$ cat config.mk
export PLATFORM = sky130hd
export DESIGN_NAME = hier_rr_arb_flat
export DESIGN_NICKNAME = d
export VERILOG_FILES = /design/src/rtl/hier_rr_arb_if.sv /design/src/rtl/hier_rr_arb.sv /design/src/flat_wrapper.sv
export SDC_FILE = /design/constraint.sdc
export NUM_CORES = 1
export LEC_CHECK = 0
export CAP_MARGIN = 5
export CORE_UTILIZATION = 49
export CTS_CLUSTER_SIZE = 25
export DETAILED_ROUTE_END_ITERATION = 12
export MAX_ROUTING_LAYER = met4
export PLACE_DENSITY = 0.81
export SETUP_SLACK_MARGIN = 0.4
export SYNTH_ARGS = -nofsm -noshare
export SYNTH_HDL_FRONTEND = slang
export SYNTH_SLANG_ARGS = --single-unit
$ cat constraint.sdc
create_clock -name clk -period 2.85 [get_ports clk]
set_input_delay 0.57 -clock clk [delete_from_list [all_inputs] [get_ports clk]]
set_output_delay 0.57 -clock clk [all_outputs]
set_load 0.03 [all_outputs]
$ cat src/rtl/hier_rr_arb_if.sv
// rtl/hier_rr_arb_if.sv - request matrix / grant handshake bundle for hier_rr_arb
interface hier_rr_arb_if #(
    parameter int ROWS = 4,
    parameter int COLS = 4
);
    localparam int RW = $clog2(ROWS);
    localparam int CW = $clog2(COLS);

    logic                       enable;
    logic [ROWS-1:0][COLS-1:0]  req_i;
    logic                       gnt_ready_i;
    logic                       gnt_valid_o;
    logic [ROWS-1:0]            x_gnt_o;
    logic [COLS-1:0]            y_gnt_o;
    logic [RW-1:0]              x_addr_o;
    logic [CW-1:0]              y_addr_o;
    logic                       grp_release_o;

    modport slave (
        input  enable, req_i, gnt_ready_i,
        output gnt_valid_o, x_gnt_o, y_gnt_o, x_addr_o, y_addr_o, grp_release_o
    );

    modport master (
        output enable, req_i, gnt_ready_i,
        input  gnt_valid_o, x_gnt_o, y_gnt_o, x_addr_o, y_addr_o, grp_release_o
    );
endinterface

$ cat src/rtl/hier_rr_arb.sv
// rtl/hier_rr_arb.sv - round-robin row selection with per-row column snapshot and grant handshake
module hier_rr_arb #(
    parameter int ROWS     = 4,
    parameter int COLS     = 4,
    parameter bit HOLD_ROW = 1'b1
) (
    input  logic         clk,
    input  logic         reset,
    hier_rr_arb_if.slave bus
);
    localparam int RW = $clog2(ROWS);
    localparam int CW = $clog2(COLS);

    typedef enum logic [1:0] {IDLE, GRANT, RELEASE} state_t;

    state_t          state_q, state_d;
    logic [RW-1:0]   row_q, row_d;
    logic [RW-1:0]   ptr_q, ptr_d;
    logic [COLS-1:0] snap_q, snap_d;
    logic            valid_q, valid_d;
    logic [ROWS-1:0] xg_q, xg_d;
    logic [COLS-1:0] yg_q, yg_d;
    logic [RW-1:0]   xa_q, xa_d;
    logic [CW-1:0]   ya_q, ya_d;
    logic            rel_q, rel_d;

    logic            found;
    logic [RW-1:0]   sel;
    logic [COLS-1:0] rem;
    logic [CW-1:0]   c_new;
    int              idx;

    function automatic logic [CW-1:0] lowest(input logic [COLS-1:0] v);
        logic [CW-1:0] r;
        r = '0;
        for (int i = COLS - 1; i >= 0; i--) begin
            if (v[i]) r = CW'(i);
        end
        return r;
    endfunction

    always_comb begin
        state_d = state_q;
        row_d   = row_q;
        ptr_d   = ptr_q;
        snap_d  = snap_q;
        valid_d = valid_q;
        xg_d    = xg_q;
        yg_d    = yg_q;
        xa_d    = xa_q;
        ya_d    = ya_q;
        rel_d   = 1'b0;
        found   = 1'b0;
        sel     = ptr_q;
        idx     = 0;
        c_new   = '0;

        // First requesting row at or after the pointer, wrapping.
        for (int i = 0; i < ROWS; i++) begin
            idx = int'(ptr_q) + i;
            if (idx >= ROWS) idx = idx - ROWS;
            if (!found && (|bus.req_i[RW'(idx)])) begin
                found = 1'b1;
                sel   = RW'(idx);
            end
        end

        // yg_q is the one-hot of the column being presented.
        rem = snap_q & ~yg_q;

        case (state_q)
            IDLE: begin
                if (bus.enable && found) begin
                    c_new   = lowest(bus.req_i[sel]);
                    state_d = GRANT;
                    row_d   = sel;
                    snap_d  = bus.req_i[sel];
                    valid_d = 1'b1;
                    xg_d    = ROWS'(1) << sel;
                    xa_d    = sel;
                    yg_d    = COLS'(1) << c_new;
                    ya_d    = c_new;
                end
            end
            GRANT: begin
                if (bus.gnt_ready_i) begin
                    if (HOLD_ROW && (rem != '0) && bus.enable) begin
                        c_new  = lowest(rem);
                        snap_d = rem;
                        yg_d   = COLS'(1) << c_new;
                        ya_d   = c_new;
                    end else begin
                        state_d = RELEASE;
                        snap_d  = '0;
                        valid_d = 1'b0;
                        xg_d    = '0;
                        yg_d    = '0;
                        xa_d    = '0;
                        ya_d    = '0;
                        rel_d   = 1'b1;
                        ptr_d   = (row_q == RW'(ROWS - 1)) ? '0 : row_q + RW'(1);
                    end
                end
            end
            RELEASE: begin
                state_d = IDLE;
            end
            default: begin
                state_d = IDLE;
            end
        endcase
    end

    always_ff @(posedge clk or negedge reset) begin
        if (!reset) begin
            state_q <= IDLE;
            row_q   <= '0;
            ptr_q   <= '0;
            snap_q  <= '0;
            valid_q <= 1'b0;
            xg_q    <= '0;
            yg_q    <= '0;
            xa_q    <= '0;
            ya_q    <= '0;
            rel_q   <= 1'b0;
        end else begin
            state_q <= state_d;
            row_q   <= row_d;
            ptr_q   <= ptr_d;
            snap_q  <= snap_d;
            valid_q <= valid_d;
            xg_q    <= xg_d;
            yg_q    <= yg_d;
            xa_q    <= xa_d;
            ya_q    <= ya_d;
            rel_q   <= rel_d;
        end
    end

    assign bus.gnt_valid_o   = valid_q;
    assign bus.x_gnt_o       = xg_q;
    assign bus.y_gnt_o       = yg_q;
    assign bus.x_addr_o      = xa_q;
    assign bus.y_addr_o      = ya_q;
    assign bus.grp_release_o = rel_q;
endmodule

$ cat src/flat_wrapper.sv
// flat-port wrapper written by rule: the top's interface ports become plain ports
module hier_rr_arb_flat 
#(
    parameter int ROWS     = 4,
    parameter int COLS     = 4,
    parameter bit HOLD_ROW = 1'b1
)
  (clk, reset, bus_enable, bus_req_i, bus_gnt_ready_i, bus_gnt_valid_o, bus_x_gnt_o, bus_y_gnt_o, bus_x_addr_o, bus_y_addr_o, bus_grp_release_o);
  hier_rr_arb_if #(.ROWS(ROWS), .COLS(COLS)) bus_i ();
  input  logic clk;
  input  logic reset;
  input wire logic [$bits(bus_i.enable)-1:0] bus_enable;
  input wire logic [$bits(bus_i.req_i)-1:0] bus_req_i;
  input wire logic [$bits(bus_i.gnt_ready_i)-1:0] bus_gnt_ready_i;
  output wire logic [$bits(bus_i.gnt_valid_o)-1:0] bus_gnt_valid_o;
  output wire logic [$bits(bus_i.x_gnt_o)-1:0] bus_x_gnt_o;
  output wire logic [$bits(bus_i.y_gnt_o)-1:0] bus_y_gnt_o;
  output wire logic [$bits(bus_i.x_addr_o)-1:0] bus_x_addr_o;
  output wire logic [$bits(bus_i.y_addr_o)-1:0] bus_y_addr_o;
  output wire logic [$bits(bus_i.grp_release_o)-1:0] bus_grp_release_o;
  assign bus_i.enable = bus_enable;
  assign bus_i.req_i = bus_req_i;
  assign bus_i.gnt_ready_i = bus_gnt_ready_i;
  assign bus_gnt_valid_o = bus_i.gnt_valid_o;
  assign bus_x_gnt_o = bus_i.x_gnt_o;
  assign bus_y_gnt_o = bus_i.y_gnt_o;
  assign bus_x_addr_o = bus_i.x_addr_o;
  assign bus_y_addr_o = bus_i.y_addr_o;
  assign bus_grp_release_o = bus_i.grp_release_o;
  hier_rr_arb #(.ROWS(ROWS), .COLS(COLS), .HOLD_ROW(HOLD_ROW)) u_core (.clk(clk), .reset(reset), .bus(bus_i));
endmodule
==> impl_metrics.py <==
metrics = {
    "min_path": {
        "hold_end": "u_core.row_q[1]",
        "hold_path_class": "flip-flop to flip-flop",
        "hold_start": "u_core.row_q[1]",
        "hold_depth": 1,
    },
    "cts": {
        "h-tree-depth": 1,
        "clkSinkCount": 24,
        "clk_pin_slew_ns": 0.13,
        "cts_buffer_depth": 2,
        "clkLatencyLatePin_ns": 0.32,
        "clock-root-buffer": "clkbuf_4",
        "numCtsBuffers": 3,
        "cts_tree": "done",
    },
    "setup_path": {
        "r2r-start": "u_core.ptr_q[0]",
        "slowest_delay_ns": 0.55,
        "r2r_setup_slack_ns": 0.59,
        "worstRegToRegCells": 8,
        "crit_chain": "buf_6 -> or4_4 -> a311oi_2 -> a211o_1 -> mux2_4 -> o31a_1 -> buf_4 -> o221ai_2 -> o21a_1",
        "cp_data_arrival_time_ns": 2.81,
        "crit_path_start_kind": "input pin",
        "end_kind": "flip-flop",
        "crit_fanout": 3,
        "required_ns": 3.12,
        "cp_top_family": "compound AO/OA/AOI/OAI gates",
        "slowest_stage": "or4_4",
        "r2r-end": "u_core.bus.y_gnt_o[1]",
        "path_buf_inv": 2,
        "crit_type": "input pin to flip-flop",
    },
    "finish": {
        "final_cell_mix": "buf_4, dfrtp_1, nand2_1, clkdlybuf4s50_1, o21ai_0",
        "drive_gt1_share_pct": 34.38,
        "num_antenna_cells": 0,
        "final_common_cell": "buf_4",
        "fill_cells": 168,
        "nets": 246,
        "area_growth_pct": 55.96,
    },
    "global_routing": {
        "grt_pass1_wl_um": 7086,
        "grt_max_degree": 25,
        "overflow": 0,
        "grt_pass1_vias": 1551,
        "antenna_found_initial": 0,
        "grtUsageTotal_pct": 29.95,
    },
    "run_status": {
        "status": "complete, no violations",
    },
    "timing": {
        "worstMarginPinSlew_ns": 0.6722,
        "rsz0062_at_grt": "true",
        "max_freq_ghz": 0.3936,
        "fin_skew_ns": 0.001202,
        "setup_tns_ns": 0,
        "fin_crit_ns": 2.541,
        "final_max_slew_viol_count": 0,
        "setup-violations-final": 0,
        "fin_crit_sh_pct": 89.14,
        "worst_slack_ns": 0.3094,
        "maxSlewHeadroom_pct": 54.60,
        "hold_viol": 0,
    },
    "yosys": {
        "syn_nets": 171,
        "synth_largest_area_cell": "dfrtp_1",
        "ys_seq_area_share_pct": 42.70,
        "synth_warnings": 0,
        "synth.area.top_cells": "dfrtp_1, nand2_1, nor2b_1",
        "synthCells": 150,
        "synth_area_mm2": 0.001406,
        "yosys.area.top_type_share_pct": 42.70,
        "synthDistinctLibCells": 45,
        "ys_ff_latch": 24,
        "avgSynthCellArea_um2": 9.376,
    },
    "route": {
        "vias": 1553,
        "wl_per_cell_um": 17.09,
        "wl_um": 4359,
        "drtIter0Drc": 112,
        "drc": 0,
        "postRouteAntennaNets": 0,
        "avgViaCountPerCell": 6.090,
        "drtPass1Iterations": 4,
    },
    "placement": {
        "io_buffers": 33,
        "post-dp-hpwl_um": 3149,
        "gp_congestion": 0.9184,
        "dpl_worst_slack_ns": -0.3223,
    },
    "die": {
        "fp.dieH_um": 55.58,
        "die_w_um": 55.58,
        "rows": 19,
        "ios": 34,
        "core_area_mm2": 0.002734,
        "fp.dieArea_mm2": 0.003089,
        "start_util_pct": 51.44,
    },
    "power": {
        "peakVddDrop_uv": 1147,
        "p_leak_nw": 1.010,
        "power_density_mw_per_mm2": 1154,
    },
    "run": {
        "cap_viol_max_count": 0,
    },
}
[per-layer routing]
layer	track usage (%)	vias up	wire length [um]
li1	-	709	-
met1	37.90	767	1858
met2	50.26	68	2193
met3	5.581	9	257
met4	6.786	0	51
met5	-	-	0
[flip-flops by register name (all words and copies together) (netlist names)]
| register | count |
|---|---|
| u_core.row_q | 2 |
| u_core.bus.y_addr_o | 2 |
| u_core.state_q | 2 |
| u_core.snap_q | 4 |
| u_core.bus.x_gnt_o | 4 |
| u_core.bus.grp_release_o | 1 |
| u_core.bus.y_gnt_o | 4 |
| u_core.ptr_q | 2 |
| u_core.bus.gnt_valid_o | 1 |
| u_core.bus.x_addr_o | 2 |
[worst max path at each step]
| stage | cells after the start | slack (ns) | endpoint | from |
|---|---|---|---|---|
| 6_report | 9 | 0.31 | u_core.bus.y_gnt_o[1] | bus_req_i[4] |
| 5_1_grt | 8 | 0.25 | u_core.bus.y_gnt_o[3] | bus_req_i[4] |
| 4_1_cts | 8 | 0.33 | u_core.bus.y_gnt_o[3] | bus_req_i[4] |
| 3_5_place_dp | 8 | -0.32 | u_core.bus.y_gnt_o[3] | bus_req_i[1] |
| 3_3_place_gp | 8 | -0.21 | u_core.bus.y_gnt_o[3] | bus_req_i[1] |
| 2_1_floorplan | 8 | 0.20 | u_core.bus.y_gnt_o[3] | bus_req_i[1] |
[cell usage after synthesis, drive strengths merged]
cell,count
dfrtp,24
nand2,22
o21ai,12
nor2b,10
nor2,9
a21o,5
a21oi,5
mux2i,5
a22o,4
mux2,4
nor4,4
clkbuf,3
inv,3
nand2b,3
nand3,3
o221ai,3
or4,3
a311oi,2
a31oi,2
and2,2
buf,2
o211ai,2
o21a,2
a211o,1
a211oi,1
a22oi,1
a32o,1
a41oi,1
ha,1
nand4,1
nor3,1
nor4b,1
o2111ai,1
o22a,1
o22ai,1
o31a,1
o41ai,1
or2b,1
or3b,1
[through the flow]
stage / cells / util (%) / total power [mW] / instance area (um2) / hold slack (ns)
after floorplan: 150 / - / 1.493 / 1439 / 0.2744
after global placement: 242 / 74.23 / 1.990 / 2029 / 0.4602
after detailed placement: 242 / 74.23 / 2.044 / 2029 / 0.4789
after CTS: 250 / 78.81 / 2.405 / 2155 / 0.5091
after global routing: 255 / 80.23 / 2.663 / 2193 / 0.5211
final: 255 / 80.23 / 2.530 / 2193 / 0.5025
[worst reg2reg max path: cells and delay by family (launching register included)]
family | cells | cell delay [ns]
flops | 1 | 0.47
compound gates | 5 | 0.93
simple gates | 1 | 0.32
buf+inv | 1 | 0.17
mux | 1 | 0.32
[cell type report]
class | count | area (um2) | share of cell area [%]
sequential | 24 | 600.6 | 27.38
clock buffer | 3 | 22.52 | 1.027
clock inverter | 1 | 30.03 | 1.369
multi-input combinational | 118 | 869.6 | 39.65
inverter | 3 | 11.26 | 0.5134
tap | 31 | 38.79 | 1.768
timing repair buffer | 75 | 620.6 | 28.29
[logic make-up (layout without fill, tap and decap cells)]
family / Yosys count / in the layout / synth area share (%)
adder cells (fa/ha/maj): 1 / 1 / 0.8895
multiplexers: 9 / 9 / 7.028
AND/OR/NAND/NOR: 61 / 61 / 23.22
buffers and inverters: 8 / 82 / 2.669
flip-flops: 24 / 24 / 42.70
AO/OA/AOI/OAI: 47 / 47 / 23.49
[power breakdown]
group	leakage (nW)	switching, mW	internal [mW]	total, mW
Combinational	0.681	0.877	0.792	1.67
Sequential	0.301	0.121	0.495	0.616
Clock	0.0279	0.104	0.142	0.247
Total	1.01	1.10	1.43	2.53
[repair_timing]
action | 4_1_cts | 5_1_grt
hold buffers | 0 | 0
hold endpoints to repair | 0 | 0
gates resized for setup | 48 | 3
pin swaps | 9 | 1
setup buffers | 4 | 5
endpoints found under the setup margin | 10 | 8
(Power assumes the default switching activity.)
